<file path="config.mk">
export PLATFORM = sky130hd
export DESIGN_NAME = outport_uart_tx
export DESIGN_NICKNAME = d
export VERILOG_FILES = /design/src/rtl/outport_uart_tx.sv
export SDC_FILE = /design/constraint.sdc
export NUM_CORES = 1
export LEC_CHECK = 0
export ABC_AREA = 0
export BUFFER_PORTS_ARGS = -buffer_cell sky130_fd_sc_hd__buf_4
export CORE_AREA = 2 2 141 143
export CTS_CLUSTER_SIZE = 16
export DETAILED_ROUTE_END_ITERATION = 8
export DIE_AREA = 0 0 143 145
export GPL_TIMING_DRIVEN = 0
export SYNTH_ARGS = -nofsm -noshare
export SYNTH_HDL_FRONTEND = slang
export SYNTH_SLANG_ARGS = --single-unit
export TNS_END_PERCENT = 10
</file>
<file path="constraint.sdc">
create_clock -name clk -period 3.5 [get_ports clk]
set_clock_uncertainty 0.15 [all_clocks]
set_input_delay 0.875 -clock clk [delete_from_list [all_inputs] [get_ports clk]]
set_output_delay 0.875 -clock clk [all_outputs]
set_load 0.005 [all_outputs]
</file>
<file path="src/rtl/outport_uart_tx.sv">
// Buffers every CPU outport write in a small word FIFO and streams each word
// out as BYTES_PER_WORD UART 8N1 frames, least-significant byte first.
module outport_uart_tx #(
    parameter int REG_SIZE       = 32,
    parameter int BYTES_PER_WORD = 4,
    parameter int FIFO_DEPTH     = 4,
    parameter int CLKS_PER_BIT   = 16
) (
    input  logic                        clk,
    input  logic                        reset_n,
    input  logic                        outport_wr,
    input  logic [REG_SIZE-1:0]         outport_data,
    output logic                        tx,
    output logic                        busy,
    output logic [$clog2(FIFO_DEPTH):0] fifo_count,
    output logic                        fifo_full,
    output logic                        overflow,
    input  logic                        clear_overflow
);
    localparam int PTR_W  = $clog2(FIFO_DEPTH);
    localparam int CNT_W  = PTR_W + 1;
    localparam int BAUD_W = (CLKS_PER_BIT > 1) ? $clog2(CLKS_PER_BIT) : 1;
    localparam int BYTE_W = (BYTES_PER_WORD > 1) ? $clog2(BYTES_PER_WORD) : 1;

    localparam logic [CNT_W-1:0]  DEPTH_C   = CNT_W'(FIFO_DEPTH);
    localparam logic [BAUD_W-1:0] BAUD_LAST = BAUD_W'(CLKS_PER_BIT - 1);
    localparam logic [BYTE_W-1:0] BYTE_LAST = BYTE_W'(BYTES_PER_WORD - 1);

    typedef enum logic [1:0] {IDLE, START, DATA, STOP} state_t;

    logic [REG_SIZE-1:0] fifo_mem [FIFO_DEPTH];

    state_t              state_q, state_d;
    logic [PTR_W-1:0]    wr_ptr_q, wr_ptr_d;
    logic [PTR_W-1:0]    rd_ptr_q, rd_ptr_d;
    logic [CNT_W-1:0]    count_q, count_d;
    logic [BAUD_W-1:0]   baud_q, baud_d;
    logic [2:0]          bit_q, bit_d;
    logic [BYTE_W-1:0]   byte_q, byte_d;
    logic [REG_SIZE-1:0] word_q, word_d;
    logic                overflow_q, overflow_d;
    logic                tx_q, tx_d;

    logic pop, push, drop, baud_wrap;

    // Fullness is judged after this cycle's pop, so a write racing a pop is kept.
    always_comb begin
        pop       = (state_q == IDLE) && (count_q != '0);
        push      = outport_wr && ((count_q != DEPTH_C) || pop);
        drop      = outport_wr && !push;
        baud_wrap = (baud_q == BAUD_LAST);
    end

    always_comb begin
        state_d    = state_q;
        wr_ptr_d   = wr_ptr_q;
        rd_ptr_d   = rd_ptr_q;
        count_d    = count_q;
        baud_d     = baud_q;
        bit_d      = bit_q;
        byte_d     = byte_q;
        word_d     = word_q;
        overflow_d = overflow_q;
        tx_d       = 1'b1;

        if (push) begin
            wr_ptr_d = wr_ptr_q + PTR_W'(1);
        end
        case ({push, pop})
            2'b10:   count_d = count_q + CNT_W'(1);
            2'b01:   count_d = count_q - CNT_W'(1);
            default: count_d = count_q;
        endcase

        if (drop) begin
            overflow_d = 1'b1;
        end else if (clear_overflow) begin
            overflow_d = 1'b0;
        end

        if (state_q != IDLE) begin
            baud_d = baud_wrap ? '0 : baud_q + BAUD_W'(1);
        end

        case (state_q)
            IDLE: begin
                tx_d   = 1'b1;
                baud_d = '0;
                if (pop) begin
                    word_d   = fifo_mem[rd_ptr_q];
                    rd_ptr_d = rd_ptr_q + PTR_W'(1);
                    byte_d   = '0;
                    state_d  = START;
                end
            end
            START: begin
                tx_d = 1'b0;
                if (baud_wrap) begin
                    bit_d   = '0;
                    state_d = DATA;
                end
            end
            DATA: begin
                tx_d = word_q[bit_q];
                if (baud_wrap) begin
                    if (bit_q == 3'd7) begin
                        state_d = STOP;
                    end else begin
                        bit_d = bit_q + 3'd1;
                    end
                end
            end
            STOP: begin
                tx_d = 1'b1;
                if (baud_wrap) begin
                    if (byte_q != BYTE_LAST) begin
                        byte_d  = byte_q + BYTE_W'(1);
                        word_d  = word_q >> 8;
                        state_d = START;
                    end else begin
                        state_d = IDLE;
                    end
                end
            end
            default: state_d = IDLE;
        endcase
    end

    // Storage carries no reset so it can map onto distributed RAM.
    always_ff @(posedge clk) begin
        if (push) begin
            fifo_mem[wr_ptr_q] <= outport_data;
        end
    end

    always_ff @(posedge clk or negedge reset_n) begin
        if (!reset_n) begin
            state_q    <= IDLE;
            wr_ptr_q   <= '0;
            rd_ptr_q   <= '0;
            count_q    <= '0;
            baud_q     <= '0;
            bit_q      <= '0;
            byte_q     <= '0;
            word_q     <= '0;
            overflow_q <= 1'b0;
            tx_q       <= 1'b1;
        end else begin
            state_q    <= state_d;
            wr_ptr_q   <= wr_ptr_d;
            rd_ptr_q   <= rd_ptr_d;
            count_q    <= count_d;
            baud_q     <= baud_d;
            bit_q      <= bit_d;
            byte_q     <= byte_d;
            word_q     <= word_d;
            overflow_q <= overflow_d;
            tx_q       <= tx_d;
        end
    end

    // Registered line driver keeps tx glitch-free; it trails the FSM by one cycle.
    assign tx         = tx_q;
    assign busy       = (state_q != IDLE) || (count_q != '0);
    assign fifo_count = count_q;
    assign fifo_full  = (count_q == DEPTH_C);
    assign overflow   = overflow_q;

endmodule

</file>
==> flow_summary.yaml <==
sta:
  setup_viol: 0
  fin_setup_tns_ps: 0
  slew_headroom_pct: 54.7
  post-route-period-util_pct: 93.3
  final_max_slew_viol_count: 0
  fmax_ghz: 0.306
  fin_ws_ps: 236
  hold_viol_final: 0
  worstMarginPinSlew_ps: 680
  finalCriticalPeriod_ps: 3260
  rsz0062_at_grt: "no"
synth:
  synth.avg_cell_area_um2: 17.3
  ys.warnings.count: 0
  synth.distinct_cells: 41
  netlist_instances: 423
  yosysSeqAreaShare_pct: 70.1
  synth_nets: 474
  synth_edf_count: 128
  ys.flop_type: "edfxtp_1"
  async_flop_share_pct: 28.9
  ys_ff_latch: 180
  netlist_area_um2: 7340
layout:
  drive_gt1_share_pct: 27.9
  finalNetCount: 540
  area_delta_synth_final_pct: 18.6
  num-fill-cells: 1688
  design_area_um2: 8700
  n_antenna_cell: 0
  utilization_pct: 45.3
cts:
  cts.sinks: 180
  clk_latency_ps: 430
  h-tree-depth: 4
  path_clk_slew_ps: 70
  cts_buffer_depth: 2
  hold_buffers: 0
  cts_tree: "yes"
  cts_root_buf: "clkbuf_16"
  numCtsBuffers: 17
  postCtsResizedCells: 0
routing:
  num_vias: 3826
  first_pass_iters: 4
  antenna_left: 0
  post-route-drc-count: 0
  wl_per_cell_um: 18.0
  viasPerCell: 4.99
  finalWirelength_um: 13800
  drt-initial-drc-count: 249
global_routing:
  grt_pass1_wl_um: 22200
  track_usage_pct: 14.4
  grt_max_degree: 53
  grt.overflow.total: 0
  grt_pass1_vias: 4121
  antenna_found_initial: 0
worst_setup_path:
  critPathTopFamily: "buffers and inverters"
  cp_cell_sequence: "inv_1 -> ha_1 -> nor4b_4 -> buf_2 -> inv_1 -> buf_4"
  reg2reg_slack_ps: 880
  worstSetupPathType: "reg2out"
  crit_fanout: 10
  startpoint_type: "register"
  required_ps: 2470
  worst-endpoint-arrival_ps: 2240
  crit_slowest_cell: "dfrtp_1"
  critPathBufInv: 4
  critical-path-max-stage-delay_ps: 410
  rr_worst_depth: 6
  r2r_end: "fifo_mem[3][27]"
  crit_top_cell: "inv_1"
  end_kind: "output pin"
  reg2reg_from: "state_q[0]"
die:
  core_area_um2: 19200
  rows: 51
  io_pins: 43
  die_x_um: 143
  fp.dieH_um: 145
  die_area_um2: 20700
  initial_core_util_pct: 38.2
placement:
  placed_area_um2: 8070
  place_hpwl_um: 9270
  place_congestion: 0.782
  pre_cts_slack_ps: 377
  io_buffers: 42
pwr:
  ir_worst_vdd_mv: 0.495
  p_leak_nw: 3.19
  power_w: 0.00755
  powerDensity_nw_per_um2: 868
job:
  maxCapViolCount: 0
outcome:
  run_status: "completed"
worst_hold_path:
  min_path_type: "in2async"
cell usage in the layout (no fill, tap or decap), types with 2 or more instances in the layout:
| master | instances |
|---|---|
| a21oi_1 | 4 |
| a21oi_2 | 2 |
| a22o_1 | 5 |
| and2_2 | 4 |
| and2b_1 | 2 |
| and3_1 | 3 |
| buf_12 | 4 |
| buf_2 | 7 |
| buf_4 | 50 |
| bufinv_16 | 3 |
| clkbuf_1 | 6 |
| clkbuf_16 | 17 |
| clkbuf_2 | 3 |
| clkinv_4 | 2 |
| dfrtp_1 | 51 |
| edfxtp_1 | 128 |
| ha_1 | 14 |
| inv_1 | 11 |
| inv_6 | 3 |
| inv_8 | 3 |
| mux2_2 | 2 |
| mux2i_1 | 27 |
| mux4_2 | 33 |
| nand2_1 | 4 |
| nand2b_1 | 8 |
| nand3_1 | 3 |
| nor2_1 | 3 |
| nor2b_1 | 3 |
| o21ai_0 | 55 |
| o21ai_1 | 17 |
| xnor2_1 | 4 |
| xor2_1 | 3 |
worst register-to-register path: cells and delay by family, from the launching register on:
family                   cells  cell delay (ps)
flip-flops                   1              410
AND/OR/NAND/NOR              3              990
adder cells (fa/ha/maj)      1              360
buffers and inverters        2              400
final cells by class:
type / count / area [um^2] / share of cell area, %
Sequential cell: 180 / 5150 / 59.2
Clock inverter: 14 / 193 / 2.22
Clock buffer: 18 / 429 / 4.93
Buffer: 22 / 121 / 1.40
Tap cell: 265 / 332 / 3.81
Inverter: 11 / 41.3 / 0.475
Multi-Input combinational cell: 210 / 2030 / 23.4
Timing Repair Buffer: 47 / 403 / 4.63
per-layer routing:
| layer | routed length, um | vias to the layer above | track usage [%] |
|---|---|---|---|
| li1 | - | 1772 | - |
| met3 | 489 | 14 | 3.93 |
| met4 | 241 | 0 | 4.95 |
| met1 | 6030 | 1966 | 18.3 |
| met5 | 0 | - | 0 |
| met2 | 7060 | 74 | 23.8 |
synthesized netlist by cell type, types with 5 or more instances:
master    count  area (um^2)
edfxtp_1    128         3840
ha_1         14          175
o21ai_0      55          275
nand2b_1      8         50.1
buf_2         7         35.0
dfrtp_1      51         1280
mux4_2       33          743
o21ai_1      17         85.1
buf_4         7         52.6
inv_1        11         41.3
clkbuf_1      5         18.8
a22o_1        5         43.8
mux2i_1      27          270
per-stage QoR:
step	hold WS (ps)	instances
after floorplan	297	423
after global placement	327	730
after detailed placement	344	734
after CTS	346	767
after global routing	368	767
final	328	767
sequential cells by signal, summed over array words and instances (netlist names):
signal      cells
fifo_mem      128
byte_q          2
baud_q          4
bit_q           3
word_q         32
tx              1
state_q         2
fifo_count      3
wr_ptr_q        2
rd_ptr_q        2
overflow        1
timing repair:
action                                  4_1_cts  5_1_grt
hold endpoints to repair                      0        0
endpoints found under the setup margin        1        0
setup buffers                                 1        0
worst max-delay path by stage:
stage | cells past startpoint | slack (ps) | to | from
global placement | 5 | 60 | fifo_mem[3][26] | state_q[0]
global route | 6 | 100 | busy | state_q[0]
finish | 6 | 240 | busy | state_q[0]
CTS | 6 | 210 | busy | state_q[0]
detailed placement | 6 | 380 | busy | state_q[0]
floorplan | 5 | 920 | fifo_mem[0][0] | state_q[0]
power by group:
part	total [W]	leakage (nW)	switching (W)	internal, W
logic	0.00239	1.06	0.00129	0.00111
registers	0.00317	1.82	0.000259	0.00291
clock network	0.00199	0.305	0.000836	0.00115
total	0.00755	3.19	0.00238	0.00517
cell families after synthesis:
| logic type | share of synthesized area [%] |
|---|---|
| buffers and inverters | 2.22 |
| XOR/XNOR | 0.836 |
| AO/OA/AOI/OAI | 6.58 |
| AND/OR/NAND/NOR | 3.44 |
| flip-flops | 70.1 |
| adder cells (fa/ha/maj) | 2.66 |
| multiplexers | 14.1 |
(Power assumes the default switching activity.)
